[src/rtl/regfile_wb_arbiter_pkg.sv]
// Shared widths, register-zero constant and writeback source encoding
// for the register-file write-port arbiter.
package regfile_wb_arbiter_pkg;

  localparam int unsigned REG_ADDR_W = 5;
  localparam int unsigned REG_DATA_W = 32;
  localparam logic [REG_ADDR_W-1:0] REG_ZERO = 5'd0;

  typedef enum logic [1:0] {
    SRC_NONE,
    SRC_BUF,
    SRC_WB,
    SRC_MD
  } src_sel_e;

endpackage

[src/rtl/regfile_wb_arbiter_wb_skid_buf.sv]
// One-entry holding buffer for a multi-cycle result that lost arbitration.
// Loaded only while empty; drained when the arbiter selects it.
module regfile_wb_arbiter_wb_skid_buf
  import regfile_wb_arbiter_pkg::*;
(
  input  logic                  i_clk,
  input  logic                  i_rst_n,
  input  logic                  load,
  input  logic [REG_ADDR_W-1:0] load_rw,
  input  logic [REG_DATA_W-1:0] load_data,
  input  logic                  drain,
  output logic                  full,
  output logic [REG_ADDR_W-1:0] rw,
  output logic [REG_DATA_W-1:0] data
);

  always_ff @(posedge i_clk or negedge i_rst_n) begin
    if (!i_rst_n) begin
      full <= 1'b0;
      rw   <= '0;
      data <= '0;
    end else if (load) begin
      full <= 1'b1;
      rw   <= load_rw;
      data <= load_data;
    end else if (drain) begin
      full <= 1'b0;
    end
  end

endmodule

[src/rtl/regfile_wb_arbiter.sv]
// Register-file write-port arbiter: pipeline writeback vs. multi-cycle results,
// with a busy scoreboard driving decode stall and a starvation hold on writeback.
module regfile_wb_arbiter
  import regfile_wb_arbiter_pkg::*;
#(
  parameter int unsigned STARVE_LIMIT = 4
) (
  input  logic                  i_clk,
  input  logic                  i_rst_n,
  input  logic                  i_WbValid,
  input  logic [REG_ADDR_W-1:0] i_WbRW,
  input  logic [REG_DATA_W-1:0] i_WbData,
  input  logic                  i_MdValid,
  input  logic [REG_ADDR_W-1:0] i_MdRW,
  input  logic [REG_DATA_W-1:0] i_MdData,
  output logic                  o_MdReady,
  input  logic                  i_IssueValid,
  input  logic [REG_ADDR_W-1:0] i_IssueRW,
  input  logic [REG_ADDR_W-1:0] i_RA,
  input  logic [REG_ADDR_W-1:0] i_RB,
  output logic                  o_Stall,
  output logic                  o_WbHold,
  output logic                  o_RegWrite,
  output logic [REG_ADDR_W-1:0] o_RW,
  output logic [REG_DATA_W-1:0] o_BusW,
  output logic [31:0]           o_Busy
);

  localparam logic [3:0] LIMIT = 4'(STARVE_LIMIT);

  logic                  buf_full;
  logic [REG_ADDR_W-1:0] buf_rw;
  logic [REG_DATA_W-1:0] buf_data;
  logic                  buf_load;
  logic                  buf_drain;
  logic                  md_fire;
  src_sel_e              sel;
  logic [REG_ADDR_W-1:0] sel_rw;
  logic [REG_DATA_W-1:0] sel_data;
  logic                  from_md;
  logic [3:0]            starve_cnt;
  logic [3:0]            starve_cnt_d;
  logic [31:0]           busy;
  logic [31:0]           busy_d;
  logic                  issue_set;

  assign o_MdReady = ~buf_full;
  assign md_fire   = i_MdValid & ~buf_full;

  regfile_wb_arbiter_wb_skid_buf u_skid (
    .i_clk     (i_clk),
    .i_rst_n   (i_rst_n),
    .load      (buf_load),
    .load_rw   (i_MdRW),
    .load_data (i_MdData),
    .drain     (buf_drain),
    .full      (buf_full),
    .rw        (buf_rw),
    .data      (buf_data)
  );

  always_comb begin
    sel      = SRC_NONE;
    sel_rw   = '0;
    sel_data = '0;
    if (buf_full && (o_WbHold || !i_WbValid)) begin
      sel      = SRC_BUF;
      sel_rw   = buf_rw;
      sel_data = buf_data;
    end else if (i_WbValid) begin
      sel      = SRC_WB;
      sel_rw   = i_WbRW;
      sel_data = i_WbData;
    end else if (md_fire) begin
      sel      = SRC_MD;
      sel_rw   = i_MdRW;
      sel_data = i_MdData;
    end
  end

  // An accepted Md result that lost to Wb parks in the (necessarily empty) buffer.
  assign buf_load  = md_fire && (sel == SRC_WB);
  assign buf_drain = (sel == SRC_BUF);

  always_ff @(posedge i_clk or negedge i_rst_n) begin
    if (!i_rst_n) begin
      o_RegWrite <= 1'b0;
      o_RW       <= '0;
      o_BusW     <= '0;
      from_md    <= 1'b0;
    end else begin
      o_RegWrite <= (sel != SRC_NONE) && (sel_rw != REG_ZERO);
      o_RW       <= sel_rw;
      o_BusW     <= sel_data;
      from_md    <= (sel == SRC_BUF) || (sel == SRC_MD);
    end
  end

  always_comb begin
    starve_cnt_d = starve_cnt;
    if (buf_drain) starve_cnt_d = '0;
    else if (buf_full && starve_cnt != 4'hF) starve_cnt_d = starve_cnt + 4'd1;
  end

  always_ff @(posedge i_clk or negedge i_rst_n) begin
    if (!i_rst_n) begin
      starve_cnt <= '0;
      o_WbHold   <= 1'b0;
    end else begin
      starve_cnt <= starve_cnt_d;
      o_WbHold   <= (starve_cnt_d >= LIMIT);
    end
  end

  assign o_Stall = ((i_RA != REG_ZERO) && busy[i_RA]) ||
                   ((i_RB != REG_ZERO) && busy[i_RB]) ||
                   (i_IssueValid && (i_IssueRW != REG_ZERO) && busy[i_IssueRW]);

  assign issue_set = i_IssueValid && (i_IssueRW != REG_ZERO) && !o_Stall;

  // Clear applied before set so an issue landing on a retiring register keeps it busy.
  always_comb begin
    busy_d = busy;
    if (o_RegWrite && from_md) busy_d[o_RW] = 1'b0;
    if (issue_set) busy_d[i_IssueRW] = 1'b1;
    busy_d[0] = 1'b0;
  end

  always_ff @(posedge i_clk or negedge i_rst_n) begin
    if (!i_rst_n) busy <= '0;
    else          busy <= busy_d;
  end

  assign o_Busy = busy;

`ifndef SYNTHESIS
  always_ff @(posedge i_clk) begin
    if (i_rst_n) begin
      assert (!(i_WbValid && o_WbHold))
        else $error("writeback presented while o_WbHold set; request lost");
    end
  end
`endif

endmodule

[config.mk]
export PLATFORM = sky130hd
export DESIGN_NAME = regfile_wb_arbiter
export DESIGN_NICKNAME = d
export VERILOG_FILES = /design/src/rtl/regfile_wb_arbiter_pkg.sv /design/src/rtl/regfile_wb_arbiter_wb_skid_buf.sv /design/src/rtl/regfile_wb_arbiter.sv
export SDC_FILE = /design/constraint.sdc
export NUM_CORES = 1
export LEC_CHECK = 0
export CAP_MARGIN = 0
export CORE_UTILIZATION = 53
export DETAILED_ROUTE_END_ITERATION = 12
export PLACE_DENSITY = 0.84
export SYNTH_ARGS = -nofsm -noshare
export SYNTH_HDL_FRONTEND = slang
export SYNTH_HIERARCHICAL = 1
export SYNTH_SLANG_ARGS = --single-unit
export TNS_END_PERCENT = 1
[constraint.sdc]
create_clock -name i_clk -period 4.3 [get_ports i_clk]
set_input_delay 0.645 -clock i_clk [delete_from_list [all_inputs] [get_ports i_clk]]
set_output_delay 0.645 -clock i_clk [all_outputs]
set_load 0.01 [all_outputs]
==> flow_results.org <==
** Global routing
- The via count of the first global-routing pass is 5,704.
- Global-route wire length before repair :: 30,500 um
- In the global route stage, overall resource usage came out at 0.348.
- Initial antenna violation count :: 0
- Largest net degree at the start of global routing :: 87
- Overflow left after global routing :: 0

** Die
- Die extent in x :: 109 um
- After floorplanning, the core was sized to cover 0.0110 mm2.
- For this configuration, the core starts out at a cell density of 0.552.
- Die Y-Extent :: 109 um
- The die covers 0.0119 mm2.
- FP Rows :: 38
- Top-level port count :: 167

** Setup path
- The worst setup path is captured at a primary output.
- The worst setup path is launched from an input pin.
- Path type of the worst setup path :: input pin to primary output
- Data on the critical path is required at its endpoint by 3.65 ns.
- Maximum fanout count along the critical path :: 14
- Data arrival, critical path :: 3.27 ns

** Clock network
- Clock network latency to the later pin of the worst-skew pair :: 0.41 ns
- Setup Fix Bufs, Post-CTS :: 0
- In this run, post-CTS repair resized a total of 0 instances.
- CTS built an H-tree with a depth of 4.
- No sink is reached through more buffers than the 2 on the longest clock path.
- Number of buffers inserted for hold repair after clock tree synthesis :: 0
- Root buffer cell :: sky130_fd_sc_hd__clkbuf_16
- The number of clock buffers added by TritonCTS is 17.
- TritonCTS clock tree :: done
- Clock transition time at the flip-flop clock pins of the worst setup and hold paths :: 0.06 ns
- Clock tree synthesis found a total of 113 sinks.

** Synthesis
- Count of flip-flops with a built-in enable after synthesis :: 0
- Post-synthesis cell type with the largest combined area :: sky130_fd_sc_hd__dfrtp_1
- Of all flip-flops after synthesis, the portion carrying an async set or reset was 1.00.
- The synthesized netlist occupies a cell area of 0.00606 mm2.
- The number of nets handed over by synthesis was 642.
- In the post-synthesis netlist, the biggest area contributors are sky130_fd_sc_hd__dfrtp_1 (47%), sky130_fd_sc_hd__a221oi_1 (5.8%), sky130_fd_sc_hd__o31ai_2 (5.8%), sky130_fd_sc_hd__mux2_2 (5.6%), sky130_fd_sc_hd__nor2_1 (5.6%).
- The commonest cells after synthesis are sky130_fd_sc_hd__dfrtp_1 (113), sky130_fd_sc_hd__nor2_1 (90), sky130_fd_sc_hd__a221oi_1 (40).
- YS warnings :: 6
- Primary FF master, synth :: sky130_fd_sc_hd__dfrtp_1
- Most frequent cell after synthesis :: sky130_fd_sc_hd__dfrtp_1
- The number of different library cells used by synthesis comes to 52.
- After technology mapping, the gate count stands at 547.
- Part of the Yosys area used for sequential elements :: 0.466
- Average instance area after synthesis :: 11.1 um2
- Proportion of netlist area held by the largest area contributor :: 0.466
- The synthesized design contains 113 register bits.

** Flow run
- Across the run, the number of max-cap violations was 0.

** Finish
- Net count, final :: 798
- The number of antenna diodes in the final layout is 0.
- Fraction of layout cells with a size suffix above 1 :: 0.204
- Area delta synth->final :: 37.8%
- After routing the design area is 0.00835 mm2.

** Detailed routing
- First-pass iteration count of the detailed router :: 5
- In the routed design, unresolved DRC markers number 0.
- DRT antenna net count :: 0
- After the first detailed-routing iteration, the DRC count stood at 439.
- After detailed routing, the average wire length per cell comes to 22.6 um.
- Summed over all layers, the routed wires come to 19,300 um.
- Using the TritonRoute via totals, the vias-per-cell ratio works out to 6.34.
- Via count :: 5,430

** STA
- Summed over all failing endpoints, the final setup total negative slack is 0 ns.
- After layout, the minimum clock period comes to 3.92 ns.
- Count of final hold-check violations :: 0
- Final Max Slew Viols :: 0
- The worst pin sits at a relative slew slack of 0.284.
- Maximum frequency from static timing analysis :: 0.255 GHz
- Clock skew :: 0.00962 ns
- Hold timing on the final database bottoms out at a slack of 0.422 ns.
- Slew at the pin closest to its max-slew limit :: 1.07 ns
- Setup-failing EPs final :: 0
- Share of the cycle needed by the critical path after routing :: 0.911
- Setup repair after global routing missed its margin :: no

** Placed design
- PortBufs :: 165
- Summing all placed instances gives a cell area of 0.00777 mm2.
- Gpl congestion :: 0.952
- Post-DP HPWL :: 13,300 um

** Pwr
- Summed over all cells, the static leakage comes to 3.33 nW.
- VDD IR max :: 0.476 mV
- Power density relative to cell area :: 684 mW/mm2

** Min path
- Hold Crit Class :: input pin to async pin

** Status
- Result of the run :: finished clean
## layer usage
layer | share of wire | up-vias | track usage | wire length, um
met5 | 0 | - | 0 | 0
met4 | 0.040 | 0 | 0.160 | 771
met3 | 0.094 | 61 | 0.105 | 1820
met2 | 0.48 | 318 | 0.562 | 9250
met1 | 0.39 | 2701 | 0.427 | 7470
li1 | - | 2350 | - | -
## kinds of logic (layout without fill, tap and decap cells)
logic type	count (synthesis)	after routing	share of synthesized area
and+or+nand+nor	172	172	0.131
DFF	113	113	0.466
xor gates and xnor gates	3	3	0.00433
other	1	1	0.000618
muxes	74	74	0.166
buffers and inverters	55	224	0.0493
adders and majority gates	1	1	0.00206
AOI/OAI and AO/OA	128	128	0.180
## final timing paths
path                                                to  slack (ns)                       start  cells after the start
min in group i_clk          u_skid/data[6]$_DFFE_PN0P_        0.51  u_skid/data[6]$_DFFE_PN0P_                      1
max reg2reg                       o_Busy[14]$_DFF_PN0_        1.77         o_Busy[4]$_DFF_PN0_                      6
min reg2reg                 u_skid/data[6]$_DFFE_PN0P_        0.51  u_skid/data[6]$_DFFE_PN0P_                      1
max                                            o_Stall        0.38                i_IssueRW[0]                      8
max in group asynchronous          o_Busy[6]$_DFF_PN0_        2.90                     i_rst_n                      2
min                        u_skid/data[21]$_DFFE_PN0P_        0.42                     i_rst_n                      1
## layout by cell type, fill, tap and decap left out, drive strengths merged, types with 2 or more instances in the layout
master / netlist / layout
a221oi: 40 / 40
a22oi: 5 / 5
nor3b: 3 / 3
mux2i: 13 / 13
buf: 24 / 18
inv: 9 / 12
mux4: 10 / 10
o21ai: 34 / 34
clkbuf: 21 / 17
nor3: 4 / 4
bufinv: 0 / 2
mux2: 51 / 51
clkinv: 1 / 8
or3: 2 / 2
nand4: 3 / 3
clkinvlp: 0 / 3
o311ai: 2 / 2
o31ai: 30 / 30
xor2: 2 / 2
a21o: 2 / 2
nor2: 90 / 90
nor2b: 5 / 5
nand3b: 4 / 4
dfrtp: 113 / 113
a31oi: 3 / 3
and3b: 4 / 4
a21oi: 3 / 3
nand3: 36 / 36
and3: 3 / 3
nand2: 12 / 12
clkdlybuf4s50: 0 / 164
o2111ai: 5 / 5
## final cells by class
cell class	instances	area, um2
Clock buffer	17	425
Clock inverter	15	161
Fill cell	739	2630
Inverter	10	37.5
Multi-Input combinational cell	379	2950
Sequential cell	113	2830
Tap cell	140	175
Timing Repair Buffer	182	1780
## sequential cells by signal, summed over array words and instances, names as in the netlist
register and flops:
starve_cnt 4, u_skid/rw 5, o_WbHold 1, o_RW 5
o_RegWrite 1, u_skid/full 1, u_skid/data 32, from_md 1
o_Busy 31, o_BusW 32
## per-stage QoR
stage,total power [mW],worst slack (ns),cells,utilization
finish,5.71,0.385,856,0.761
global route,5.99,0.224,856,0.761
CTS,5.70,0.377,856,0.761
detailed placement,4.28,0.392,824,0.707
global placement,4.20,0.423,824,0.707
floorplan,3.13,1.22,547,-
## critical path, stage by stage
cell,delay (ns)
sky130_fd_sc_hd__clkdlybuf4s50_1,0.86
sky130_fd_sc_hd__mux2_2,0.40
sky130_fd_sc_hd__a221oi_1,0.27
sky130_fd_sc_hd__o2111ai_1,0.17
sky130_fd_sc_hd__nor3_1,0.20
sky130_fd_sc_hd__or2_2,0.13
sky130_fd_sc_hd__nand3b_1,0.09
sky130_fd_sc_hd__clkdlybuf4s50_1,0.50
## where the power goes
part           internal (mW)  switching [mW]  leakage, nW
Sequential              1.56           0.492         1.32
Clock                  0.859           0.525        0.282
Combinational           1.23            1.04         1.73
Power figures use the tool's default switching activity.
